File: src/rtl/serv_bus_sched.sv
// Shares one Wishbone master port between the core's ibus and dbus.
// One requester is granted at a time. Responses are registered, and a watchdog ends hung cycles.
module serv_bus_sched #(
   parameter bit          ARB_MODE  = 1'b0,
   parameter int unsigned TIMEOUT_W = 8
) (
   input  logic        clk,
   input  logic        i_rst,
   input  logic [31:0] i_ibus_adr,
   input  logic        i_ibus_cyc,
   output logic [31:0] o_ibus_rdt,
   output logic        o_ibus_ack,
   input  logic [31:0] i_dbus_adr,
   input  logic [31:0] i_dbus_dat,
   input  logic [3:0]  i_dbus_sel,
   input  logic        i_dbus_we,
   input  logic        i_dbus_cyc,
   output logic [31:0] o_dbus_rdt,
   output logic        o_dbus_ack,
   output logic [31:0] o_wb_adr,
   output logic [31:0] o_wb_dat,
   output logic [3:0]  o_wb_sel,
   output logic        o_wb_we,
   output logic        o_wb_cyc,
   input  logic [31:0] i_wb_rdt,
   input  logic        i_wb_ack,
   output logic        o_timeout
);

   // state | meaning
   // IDLE  | no grant, arbitrate sampled cyc inputs
   // GNT_I | ibus owns the shared port
   // GNT_D | dbus owns the shared port
   // RESP  | ack pulse cycle, port idle, lets the master drop cyc
   typedef enum logic [1:0] {IDLE, GNT_I, GNT_D, RESP} state_t;

   // Compare one below terminal count: the count reaches 2**W-1 on the edge that aborts.
   localparam logic [TIMEOUT_W-1:0] WD_LAST = {{(TIMEOUT_W-1){1'b1}}, 1'b0};

   state_t               state, state_nxt;
   logic [TIMEOUT_W-1:0] wdog;
   logic                 last_d;
   logic                 load_i, load_d;
   logic                 cap_i, cap_d;
   logic                 to_i, to_d;
   logic                 in_gnt, stay_gnt;

   always_comb begin
      state_nxt = state;
      load_i    = 1'b0;
      load_d    = 1'b0;
      cap_i     = 1'b0;
      cap_d     = 1'b0;
      to_i      = 1'b0;
      to_d      = 1'b0;
      case (state)
         IDLE: begin
            if (i_dbus_cyc && (!i_ibus_cyc || !ARB_MODE || !last_d)) begin
               state_nxt = GNT_D;
               load_d    = 1'b1;
            end else if (i_ibus_cyc) begin
               state_nxt = GNT_I;
               load_i    = 1'b1;
            end
         end
         GNT_I: begin
            if (!i_ibus_cyc) begin
               state_nxt = IDLE;
            end else if (i_wb_ack) begin
               state_nxt = RESP;
               cap_i     = 1'b1;
            end else if (wdog == WD_LAST) begin
               state_nxt = RESP;
               to_i      = 1'b1;
            end
         end
         GNT_D: begin
            if (!i_dbus_cyc) begin
               state_nxt = IDLE;
            end else if (i_wb_ack) begin
               state_nxt = RESP;
               cap_d     = 1'b1;
            end else if (wdog == WD_LAST) begin
               state_nxt = RESP;
               to_d      = 1'b1;
            end
         end
         default: state_nxt = IDLE;
      endcase
   end

   assign in_gnt   = (state == GNT_I) || (state == GNT_D);
   assign stay_gnt = in_gnt && ((state_nxt == GNT_I) || (state_nxt == GNT_D));
   assign o_wb_cyc = in_gnt;

   always_ff @(posedge clk) begin
      if (i_rst) begin
         state      <= IDLE;
         wdog       <= '0;
         last_d     <= 1'b0;
         o_ibus_ack <= 1'b0;
         o_dbus_ack <= 1'b0;
         o_timeout  <= 1'b0;
         o_ibus_rdt <= '0;
         o_dbus_rdt <= '0;
         o_wb_adr   <= '0;
         o_wb_dat   <= '0;
         o_wb_sel   <= '0;
         o_wb_we    <= 1'b0;
      end else begin
         state      <= state_nxt;
         wdog       <= stay_gnt ? wdog + 1'b1 : '0;
         o_ibus_ack <= cap_i | to_i;
         o_dbus_ack <= cap_d | to_d;
         o_timeout  <= to_i | to_d;
         if (cap_i) o_ibus_rdt <= i_wb_rdt;
         if (to_i)  o_ibus_rdt <= '0;
         if (cap_d) o_dbus_rdt <= i_wb_rdt;
         if (to_d)  o_dbus_rdt <= '0;
         if (load_d) begin
            last_d   <= 1'b1;
            o_wb_adr <= i_dbus_adr;
            o_wb_dat <= i_dbus_dat;
            o_wb_sel <= i_dbus_sel;
            o_wb_we  <= i_dbus_we;
         end else if (load_i) begin
            last_d   <= 1'b0;
            o_wb_adr <= i_ibus_adr;
            o_wb_dat <= '0;
            o_wb_sel <= 4'hf;
            o_wb_we  <= 1'b0;
         end
      end
   end

endmodule
File: config.mk
export PLATFORM = sky130hd
export DESIGN_NAME = serv_bus_sched
export DESIGN_NICKNAME = d
export VERILOG_FILES = /design/src/rtl/serv_bus_sched.sv
export SDC_FILE = /design/constraint.sdc
export NUM_CORES = 1
export LEC_CHECK = 0
export ABC_AREA = 1
export BUFFER_PORTS_ARGS = -buffer_cell sky130_fd_sc_hd__buf_4
export CAP_MARGIN = 20
export CORE_MARGIN = 2
export CORE_UTILIZATION = 40
export CTS_CLUSTER_DIAMETER = 150
export DETAILED_ROUTE_END_ITERATION = 10
export PLACE_DENSITY = 0.77
export SYNTH_ARGS = -nofsm -noshare
export SYNTH_HDL_FRONTEND = slang
export SYNTH_SLANG_ARGS = --single-unit
File: constraint.sdc
create_clock -name clk -period 4.4 [get_ports clk]
set_input_delay 0 -clock clk [delete_from_list [all_inputs] [get_ports clk]]
set_output_delay 0 -clock clk [all_outputs]
set_load 0.02 [all_outputs]
# Word level (Yosys, flattened, before mapping)
# Cells that the tools add are included.
[word_totals]
output_inout_bits = 137
input_bits = 138
reg_bits = 146
[op_classes]
bitwise_logic = 4
add_sub_neg = 1
reduce_logical = 8
n_eq_ne = 5
n_mux = 31
[op_table]
columns = ["cell", "n"]
rows = [
  ["two-way mux 32 bit", 4],
  ["two-way mux 1 bit", 18],
  ["two-way mux 2 bit", 6],
  ["adder 8 x 1 -> 8 bit, second input constant", 1],
  ["equality test 8 bit, second input constant", 1],
  ["two-way mux 4 bit", 2],
  ["case mux 2 bit (3 select lines)", 1],
  ["OR reduction 2 bit", 3],
  ["equality test 2 x 1 -> 1 bit, second input constant", 2],
  ["equality test 2 bit, second input constant", 2],
  ["bitwise OR 1 bit", 3],
  ["zero test 2 bit", 1],
  ["logical OR 1 bit", 2],
  ["nonzero test 2 bit", 1],
  ["logical AND 1 bit", 1],
  ["NOT 1 bit", 1],
]

# Logic depth before layout (Yosys ltp)
[logic_depth]
word_depth = 10
ltp_mapped = 12
mapped_depth_nobuf = 12

# Worst setup path after synthesis
# No wires, ideal clock.
[synth_path]
kind = "flip-flop to flip-flop"
startpoint = "register state[0]"
endpoint = "register o_dbus_rdt[27]"
required_time_ns = 4.334
setup_ns = 0.066
t_arrival_ns = 1.412
path_stages_with_launch = 9
period_less_slack_ns = 1.478
path_slack_ns = 2.922
path_cell_list = "dfxtp_1 -> inv_1 -> ha_1 -> nand2_1 -> clkinv_1 -> nand2_1 -> buf_2 -> nand2_1 -> a21oi_2"
[synth_between]
elab_chain_cells = 3
[synth_lines]
columns = ["item", "line_no", "text"]
rows = [
  ["start, declared", "40", "state_t state, state_nxt;"],
  ["start signal, assigned", "111", "state <= state_nxt;"],
  ["equality test 2 bit *", "56", "case (state)"],
  ["two-way mux 1 bit", "56", ""],
  ["OR reduction 2 bit (no line)", "--", ""],
  ["end signal, assigned", "118", "if (cap_d) o_dbus_rdt <= i_wb_rdt;"],
  ["end, declared", "18", "output logic [31:0] o_dbus_rdt,"],
]
# Every way passes the cells marked *; elsewhere a longest branch is shown, timed or not.
# A chain may end at the register's enable or synchronous reset.

# Worst setup path after layout
[layout_path]
startpoint = "register state[0]"
endpoint = "register o_wb_dat[22]"
[layout_between]
elab_chain_cells = 3
[layout_lines]
columns = ["item", "line_no", "text"]
rows = [
  ["zero test 2 bit *", "56", ""],
  ["two-way mux 1 bit", "56", ""],
  ["two-way mux 32 bit / nonzero test 2 bit (equally long branches)", "--", ""],
  ["end signal, assigned", "123", "o_wb_dat <= i_dbus_dat;"],
  ["end, declared", "21", "output logic [31:0] o_wb_dat,"],
]
# Marked as above.

==> run_results.csv <==
group,metric,value,unit
global_routing,first_global_vias,6771,
clock_tree,clk_latency,0.42,ns
clock_tree,clockRootBuffer,"clkbuf_16",
routing,dr.first_iter.drc_count,534,
worst_hold_path,hp-class,"in -> reg",
pwr,leakagePower,4.29,nW
pwr,powerDensity,392,mW/mm^2
routing,vias,6748,
setup_path,path_class,"reg -> reg",
placed_design,placedCellCount,1073,
routing,vias_per_cell,5.33,
clock_tree,cts_num_sinks,146,
placed_design,place_ws,1.72,ns
setup_path,cp-end-kind,"flip-flop",
timing,setup_tns,0,ns
run_status,status,"finished clean",
die,fp.coreArea,0.0133,mm^2
timing,finalClockSkew,0.0123,ns
synthesis,synth_nets,815,
timing,hold_viol,0,
worst_hold_path,hold-path-cell-count,6,
synthesis,ys_seq_area_share,52.9,%
finish,instances_no_fill,1267,
global_routing,grt_start_max_net_pins,72,
setup_path,cp_max_fo,69,
placed_design,finalWeightedCongestion,0.879,
routing,ant_nets,0,
clock_tree,tritoncts,"yes",
clock_tree,cts.hold.buffers_added,160,
synthesis,synth-warning-count,0,
clock_tree,cts_setup_buffers,0,
pwr,peakVddDrop,0.313,mV
die,rows,42,
global_routing,grt_pass1_wl,34200,um
timing,fmax,305,MHz
setup_path,reg2regPathDepth,9,
global_routing,gr-usage-all-layers,29.8,%
setup_path,worstSetupStartpointType,"flip-flop",
routing,remaining_drc_errors,0,
synthesis,synthCells,671,
flow_run,cap_violations,0,
setup_path,required,4.76,ns
timing,fin_ws,1.12,ns
placed_design,numPortBuffers,274,
finish,final_common_cell,"buf_4",
die,boundaryPins,275,
synthesis,synth_area,0.00553,mm^2
clock_tree,cts.clk_slew.worst_paths,0.06,ns
clock_tree,h-tree-depth,4,
synthesis,ys_ff_latch,146,
clock_tree,cts-resized-gates,0,
routing,wire_per_inst,18.0,um
timing,slew_headroom,30.7,%
global_routing,grt_overflow,0,
finish,final_cell_mix,"buf_4, dlygate4sd3_1, nand2_1",
setup_path,regToRegEndpoint,"o_wb_dat[22]",
clock_tree,numCtsBuffers,17,
timing,setup_violations,0,
timing,drv_slew,0,
synthesis,synth_cell_type_count,26,
timing,fin_crit_sh,74.5,%
global_routing,antenna_found_initial,0,
finish,nNetsFinal,1222,
placed_design,dp_hpwl,11900,um
finish,syn2layout_area_growth,79.6,%
synthesis,syn_avg_cell_area,8.23,um^2
routing,drt-pass1-iter-count,6,
clock_tree,cts_buffer_depth,2,
timing,period_minus_slack,3.28,ns
die,initial_core_util,41.4,%
pwr,power,3.89,mW
setup_path,cp.arrival,3.64,ns
die,die_h,122,um
worst_hold_path,holdPathEnd,"state[1]",
timing,worstMarginPinSlew,1.04,ns
die,dieArea,0.0148,mm^2
finish,n_antenna_cell,0,
setup_path,rrSetupSlack,1.12,ns
setup_path,timing.rr.start,"state[0]",
die,die_w,122,um
timing,rsz0062_at_grt,"false",
finish,drive_gt1_share,30.2,%
routing,drt-total-wl,22900,um
worst_hold_path,worstHoldStart,"i_ibus_cyc",
area by class of cell:
| type | count | area, um^2 |
|---|---|---|
| repair buffers | 442 | 3800 |
| inverters | 15 | 56.3 |
| flip-flops and latches | 146 | 2920 |
| clock buffers | 18 | 439 |
| clock inverters | 14 | 224 |
| multi-input cells | 456 | 2260 |
| well taps | 176 | 220 |
| fillers | 853 | 3420 |
registers in the layout, indices dropped and copies added, names as in the netlist:
register / count
o_dbus_rdt: 32
o_ibus_rdt: 32
o_wb_adr: 32
o_wb_dat: 32
wdog: 8
o_wb_sel: 4
state: 2
o_dbus_ack: 1
o_ibus_ack: 1
o_timeout: 1
o_wb_we: 1
Yosys cell counts:
cell type / number / area [um^2]
nand2_1: 153 / 574
dfxtp_1: 146 / 2920
nand3_2: 1 / 10.0
xnor2_1: 2 / 17.5
buf_4: 1 / 7.51
o221a_2: 4 / 45.0
o211ai_1: 3 / 22.5
a21oi_1: 125 / 626
buf_1: 1 / 3.75
clkbuf_1: 20 / 75.1
nand3_1: 68 / 340
buf_2: 26 / 130
nor2_2: 1 / 6.26
ha_1: 6 / 75.1
o22ai_1: 32 / 200
nand2_2: 1 / 6.26
o21ai_4: 2 / 32.5
a21oi_2: 4 / 35.0
clkinv_1: 3 / 11.3
nor2_1: 16 / 60.1
xor2_1: 4 / 35.0
nor2_4: 1 / 11.3
buf_6: 6 / 67.6
inv_2: 1 / 3.75
inv_1: 11 / 41.3
o21ai_0: 33 / 165
stage by stage:
step	util [%]	area, um^2	hold WS, ns
after CTS	74.0	9870	0.0256
after global routing	74.4	9930	0.0678
after detailed placement	57.0	7610	0.270
final	74.4	9930	0.0491
after floorplan	-	5530	0.148
after global placement	56.6	7550	0.266
how the worst max path moves through the flow:
stage             start              to  slack [ns]  cells past startpoint
2_1_floorplan  state[0]  o_dbus_rdt[27]        2.92                      8
6_report       state[0]    o_wb_dat[22]        1.12                      9
3_3_place_gp   state[0]    o_wb_dat[30]        1.79                      7
3_5_place_dp   state[0]    o_wb_dat[18]        1.72                      7
5_1_grt        state[0]    o_wb_dat[22]        0.93                      9
4_1_cts        state[0]    o_wb_dat[27]        1.16                      8
kinds of logic after synthesis:
group / synth area share, %
AO/OA/AOI/OAI: 20.4
XOR/XNOR: 0.951
adder cells (fa/ha/maj): 1.36
buffers and inverters: 6.16
flip-flops: 52.9
AND/OR/NAND/NOR: 18.3
worst max-delay path: stages, from the launching register on:
cell and delay, ns:
dfxtp_1 0.41, inv_1 0.09, ha_1 0.25, nand2_1 0.21, nand2_2 0.06, buf_4 0.31
inv_1 0.83, nand2_1 0.22, a21oi_1 0.25, dlygate4sd3_1 0.58
power breakdown:
part | switching (mW) | total [mW] | internal (mW)
Combinational | 0.422 | 0.805 | 0.383
Clock | 0.591 | 1.62 | 1.03
Sequential | 0.0532 | 1.46 | 1.41
layer usage:
layer | global-route usage [%] | share of wire [%] | vias to the layer above
met5 | 0 | 0 | -
met4 | 17.2 | 5.6 | 0
met3 | 9.74 | 8.3 | 110
met2 | 52.5 | 50 | 410
met1 | 31.0 | 36 | 3121
li1 | - | - | 3107
Power figures use the tool's default switching activity.
